`src/rtl/memdisplay_scan.sv`:
```
// Scans a window of memory words onto active-low seven-segment displays,
// advancing on a dwell timer or a manual step and refreshing in place otherwise.
module memdisplay_scan #(
    parameter int          NUM_DIGITS   = 4,
    parameter logic [31:0] BASE_ADDR    = 32'd252,
    parameter int          NUM_WORDS    = 1,
    parameter int          READ_LAT     = 1,
    parameter int          DWELL_CYCLES = 50000000
) (
    input  logic                    clk,
    input  logic                    reset_n,
    input  logic                    auto_en,
    input  logic                    step,
    input  logic                    freeze,
    input  logic [31:0]             datain,
    output logic [31:0]             address,
    output logic [7*NUM_DIGITS-1:0] hex_n,
    output logic [7:0]              word_idx,
    output logic                    valid
);

    localparam int WAIT_W  = (READ_LAT < 1) ? 1 : $clog2(READ_LAT + 1);
    localparam int DWELL_W = $clog2(DWELL_CYCLES);

    localparam logic [WAIT_W-1:0]  WAIT_LAST  = WAIT_W'(READ_LAT);
    localparam logic [DWELL_W-1:0] DWELL_LAST = DWELL_W'(DWELL_CYCLES - 1);
    localparam logic [7:0]         IDX_LAST   = 8'(NUM_WORDS - 1);

    typedef enum logic [0:0] {
        ST_FETCH = 1'b0,
        ST_SHOW  = 1'b1
    } state_t;

    state_t               state_r;
    logic [WAIT_W-1:0]    wait_r;
    logic [DWELL_W-1:0]   dwell_r;
    logic [7:0]           idx_r;
    logic [31:0]          address_r;
    logic [31:0]          shadow_r;
    logic                 valid_r;

    logic                 expire_s;
    logic                 advance_s;
    logic                 refresh_s;
    logic [7:0]           idx_next_s;
    logic [7*NUM_DIGITS-1:0] hex_s;

    // Active-low segment pattern (bit0 = a ... bit6 = g) for one hex nibble.
    function automatic logic [6:0] seg7(input logic [3:0] nib);
        logic [6:0] seg;
        case (nib)
            4'h0:    seg = 7'h40;
            4'h1:    seg = 7'h79;
            4'h2:    seg = 7'h24;
            4'h3:    seg = 7'h30;
            4'h4:    seg = 7'h19;
            4'h5:    seg = 7'h12;
            4'h6:    seg = 7'h02;
            4'h7:    seg = 7'h78;
            4'h8:    seg = 7'h00;
            4'h9:    seg = 7'h10;
            4'hA:    seg = 7'h08;
            4'hB:    seg = 7'h03;
            4'hC:    seg = 7'h46;
            4'hD:    seg = 7'h21;
            4'hE:    seg = 7'h06;
            4'hF:    seg = 7'h0E;
            default: seg = 7'h7F;
        endcase
        return seg;
    endfunction

    // Dwell expiry, step handling and the wrapped next window index.
    always_comb begin
        expire_s   = (dwell_r == DWELL_LAST);
        advance_s  = !freeze && (step || (expire_s && auto_en));
        refresh_s  = !freeze && expire_s && !auto_en && !step;
        if (idx_r == IDX_LAST) begin
            idx_next_s = 8'd0;
        end else begin
            idx_next_s = idx_r + 8'd1;
        end
    end

    // Fetch/show sequencer; address moves on the same edge as the index.
    always_ff @(posedge clk or negedge reset_n) begin
        if (!reset_n) begin
            state_r   <= ST_FETCH;
            wait_r    <= '0;
            dwell_r   <= '0;
            idx_r     <= 8'd0;
            address_r <= BASE_ADDR;
            shadow_r  <= 32'd0;
            valid_r   <= 1'b0;
        end else begin
            case (state_r)
                ST_FETCH: begin
                    // freeze is deliberately ignored here so a fetch always lands
                    if (wait_r == WAIT_LAST) begin
                        shadow_r <= datain;
                        valid_r  <= 1'b1;
                        dwell_r  <= '0;
                        wait_r   <= '0;
                        state_r  <= ST_SHOW;
                    end else begin
                        wait_r <= wait_r + WAIT_W'(1);
                    end
                end
                ST_SHOW: begin
                    if (advance_s) begin
                        idx_r     <= idx_next_s;
                        address_r <= BASE_ADDR + {22'd0, idx_next_s, 2'b00};
                        wait_r    <= '0;
                        state_r   <= ST_FETCH;
                    end else if (refresh_s) begin
                        wait_r  <= '0;
                        state_r <= ST_FETCH;
                    end else if (!freeze) begin
                        dwell_r <= dwell_r + DWELL_W'(1);
                    end else begin
                        dwell_r <= dwell_r;
                    end
                end
                default: begin
                    state_r <= ST_FETCH;
                    wait_r  <= '0;
                end
            endcase
        end
    end

    // Decode the captured word; digits above NUM_DIGITS are simply not shown.
    always_comb begin
        hex_s = '0;
        for (int k = 0; k < NUM_DIGITS; k++) begin
            hex_s[7*k +: 7] = seg7(shadow_r[4*k +: 4]);
        end
    end

    logic unused_shadow_s;
    assign unused_shadow_s = &{1'b0, shadow_r};

    assign hex_n    = hex_s;
    assign address  = address_r;
    assign word_idx = idx_r;
    assign valid    = valid_r;

endmodule

```
`config.mk`:
```
export PLATFORM = sky130hd
export DESIGN_NAME = memdisplay_scan
export DESIGN_NICKNAME = d
export VERILOG_FILES = /design/src/rtl/memdisplay_scan.sv
export SDC_FILE = /design/constraint.sdc
export NUM_CORES = 1
export LEC_CHECK = 0
export ABC_AREA = 1
export CELL_PAD_IN_SITES_DETAIL_PLACEMENT = 1
export CELL_PAD_IN_SITES_GLOBAL_PLACEMENT = 1
export CORE_ASPECT_RATIO = 0.6
export CORE_MARGIN = 5
export CORE_UTILIZATION = 37
export CTS_BUF_LIST = sky130_fd_sc_hd__clkbuf_4
export DETAILED_ROUTE_END_ITERATION = 10
export PLACE_DENSITY_LB_ADDON = 0.25
export SLEW_MARGIN = 0
export SYNTH_ARGS = -nofsm -noshare
export SYNTH_HDL_FRONTEND = slang
export SYNTH_SLANG_ARGS = --single-unit
```
`constraint.sdc`:
```
create_clock -name clk -period 1.88 [get_ports clk]
set_clock_uncertainty 0.05 [all_clocks]
set_input_delay 0.376 -clock clk [delete_from_list [all_inputs] [get_ports clk]]
set_output_delay 0.376 -clock clk [all_outputs]
set_load 0.01 [all_outputs]
```
==> results.txt, run 1 <==
----------------------------------------------------
[Worst setup path]
  Flop2flop setup slack ... -220 ps
  Category of the most critical setup path ... reg2out
  Worst Path Required ... 1450 ps
  First element of the critical path ... shadow_r[8]
  Arrival time of data at the critical path endpoint ... 1730 ps
  Reg2reg start ... dwell_r[1]
  Setup crit start kind ... register
  Worst setup EP type ... output pin
  R2R depth ... 11
  Crit Path Max Fanout ... 4
  Worst reg2reg path endpoint ... dwell_r[15]

[Timing]
  Highest Clock Rate ... ~0.46 GHz
  Setup repair after global routing missed its margin ... yes
  Final worst setup slack ... -280 ps
  Relative slew slack ... 0.664
  Number of failing setup endpoints in the final timing report ... 71
  Final count of hold timing violations ... 0
  Max-slew violation count ... 0
  Final critical path time including I/O delays and setup ... roughly 2200 ps
  Least-Margin Pin Slew ... roughly 500 ps
  Period Utilization, post-route ... 1.15

[Floorplan]
  Vertical extent of the die ... 96.1 µm
  Die width ... 154 µm
  Placeable core region ... 12100 µm²
  Number of primary I/O pins ... about 110
  Effective utilization at floorplan ... 0.379
  Die ar. ... 14800 µm²
  Number of placement rows ... 31

[Layout]
  Ant. Diodes ... 0
  Number of inserted filler cells in the final layout ... 1469
  Count of non-filler cells in the finished layout ... between 900 and 1000
  Final net count ... 892
  Multi-input gate area in the final layout ... 3450 µm²
  Layout Utilization ... 0.597
  Storage cell area ... 1570 µm²
  Share of final-layout standard cells stronger than drive strength 1 ... 0.429
  Area grow syn2layout ... 57.5%

[Power and ir drop]
  Worst voltage drop across the vdd grid ... 0.000613 V
  Power density relative to cell area ... 1370 nW/µm²
  Total leakage power ... roughly 0.0035 µW

[Logic synthesis]
  Synthesized cell area ... 4570 µm²
  Total number of yosys warnings ... 0
  Distinct cells, synth ... 41
  Avg Cell Area, Syn ... 6.91 µm²
  Sequential share of the synthesized area ... 0.341
  Number of synthesized flops with an enable pin ... 0
  Register bit count reported by yosys ... 62
  Most frequently used flop master after synthesis ... dfrtp_1
  Synth async-reset ratio ... 1.00
  Post-Syn Instances ... 662

[Global route]
  Global-route wire length before repair ... 25000 µm
  Largest net degree at the start of global routing ... 63
  Total routing resource utilization after global routing ... 0.209
  Total global routing overflow ... 0
  Antenna violations before repair ... 0
  Number of global-route vias before repair ... 4970

[CTS]
  Num Clock Sinks ... between 60 and 70
  Clock transition at the registers of the reported paths ... 130 ps
  H-tree Lvls ... 3
  CTS Buf Count ... 9
  Master cell of the clock root buffer ... clkbuf_4
  Number of buffers between clock root and the deepest sink ... 2
  Source-to-sink clock delay at the later pin of the worst-skew pair ... ~450 ps
  Clock tree from TritonCTS ... yes

[Run status]
  Failing checks ... setup timing
  Outcome ... complete, but fails checks

[Route]
  Remaining design rule violation count ... 0
  Iteration-0 DRC count of the detailed router ... 268
  Average routed wire per standard cell ... 21.0 µm
  First drt pass iteration count ... 5
  Number of vias per cell after detailed routing ... around 5.4
  Remaining antenna violation count after routing ... 0
  Total length of routed wires ... 20900 µm
  Via count ... 5423

[Min path]
  Type of the most critical hold path ... in2async

[Place]
  Post-placement worst setup slack ... -234 ps
  Placed instance count ... 942
  Placed wire-length estimate after detailed placement ... 11200 µm
  Count of buffers from port buffering ... 66
  Routability-driven placement congestion ratio ... 0.892

[Job]
  Max-capacitance violation count ... 0

----------------------------------------------------
layout by cell type, fill, tap and decap left out, types with 29 or more instances in the layout:
| master | instances |
|---|---|
| buf_2 | 29 |
| buf_4 | 73 |
| dfrtp_1 | 45 |
| inv_1 | 37 |
| nand2_1 | 136 |
| nand2_2 | 43 |
| nand2_4 | 29 |
| nand3_1 | 35 |
| nor2_1 | 74 |
worst max-delay path: stages, from the launching register on:
cell and delay, ps:
dfrtp_1 430, buf_4 160, ha_4 170, inv_2 60, o21ai_0 80, o21ai_1 190, nand2_1 80, buf_2 140
power breakdown:
part | switching (µW) | internal, µW | leakage, µW
Clock | 579 | 415 | 0.0000684
Sequential | 364 | 1690 | 0.000769
Combinational | 3870 | 2940 | 0.00263
Total | 4820 | 5040 | 0.00347
logic make-up after synthesis:
group                      synth area share
DFF                                   0.341
AOI/OAI and AO/OA                     0.124
and+or+nand+nor                       0.329
xor gates and xnor gates             0.0211
buffers and inverters                 0.108
adders and majority gates            0.0766
other                              0.000820
per-stage QoR:
step / setup TNS (ps) / power, µW / hold slack (ps) / cell area [µm²]
2_1_floorplan: 0 / 4290 / 30.4 / 4660
3_3_place_gp: -2890 / 6550 / 367 / 5800
3_5_place_dp: -5580 / 6750 / 370 / 5800
4_1_cts: -4580 / 7970 / 423 / 6260
5_1_grt: -17530 / 10400 / 429 / 7200
6_report: -11150 / 9860 / 416 / 7200
how the worst max path moves through the flow:
stage,end,slack (ps)
2_1_floorplan,address[6],140
5_1_grt,hex_n[10],-370
3_3_place_gp,hex_n[24],-170
4_1_cts,hex_n[7],-210
3_5_place_dp,hex_n[14],-230
6_report,hex_n[14],-280
area by class of cell:
| type | count | share of cell area |
|---|---|---|
| multi-input combinational | 522 | 0.479 |
| sequential | 62 | 0.218 |
| tap | 165 | 0.0287 |
| clock inverter | 6 | 0.00868 |
| clock buffer | 10 | 0.0104 |
| timing repair inverter | 1 | 0.000695 |
| inverter | 56 | 0.0318 |
| timing repair buffer | 175 | 0.222 |
registers in the layout, summed over array words and instances (netlist names):
signal	count
word_idx	8
address	9
wait_r	1
dwell_r	26
shadow_r	16
valid	1
state_r	1
synthesized netlist by cell type (2+ instances only):
cell,count,area (µm²)
o21bai_1,2,15.0
dfrtp_1,56,1400
clkbuf_1,15,56.3
nor2_1,82,308
o21ai_1,3,15.0
nor3_1,3,15.0
buf_8,2,30.0
a32o_1,2,20.0
clkinv_1,2,7.51
xnor2_1,2,17.5
dfstp_2,6,158
o21ai_2,3,26.3
nand2_1,202,758
nand3_1,42,210
buf_4,23,173
nand2_4,2,22.5
xor2_1,9,78.8
buf_2,3,15.0
o211ai_1,3,22.5
nand2_2,5,31.3
o31ai_1,2,15.0
o21ai_0,44,220
inv_1,53,199
or2_2,5,31.3
nor2_4,2,22.5
a21oi_1,38,190
nand4_1,6,37.5
a32oi_1,2,17.5
nand3b_1,4,30.0
ha_1,28,350
per-layer routing:
layer	routed length, µm	GRT usage	vias to the layer above	share of wire
met1	8750	0.276	2768	0.42
met5	0	0	-	0
met4	438	0.0485	0	0.021
li1	-	-	2407	-
met3	1450	0.0539	44	0.069
met2	10300	0.347	204	0.49
what timing repair did:
item                                   CTS  global route
endpoints found under the hold margin   56             0
hold buffers                             1             0
setup endpoints to repair               67            77
cloned                                   0            10
gates resized for setup                220           204
buffers inserted                        12            16
pin swaps                               30            42
Note: power is estimated with default switching activity, not from simulation.
==> run 2, diff against run 1 <==
--- a/config.mk
+++ b/config.mk
@@ -13,8 +13,10 @@
 export CORE_UTILIZATION = 37
 export CTS_BUF_LIST = sky130_fd_sc_hd__clkbuf_4
 export DETAILED_ROUTE_END_ITERATION = 10
+export GPL_TIMING_DRIVEN = 1
 export PLACE_DENSITY_LB_ADDON = 0.25
 export SLEW_MARGIN = 0
 export SYNTH_ARGS = -nofsm -noshare
 export SYNTH_HDL_FRONTEND = slang
 export SYNTH_SLANG_ARGS = --single-unit
+export TNS_END_PERCENT = 100
==> results of run 2 <==
Final layout, timing and power as in run 1 (identical DEF).
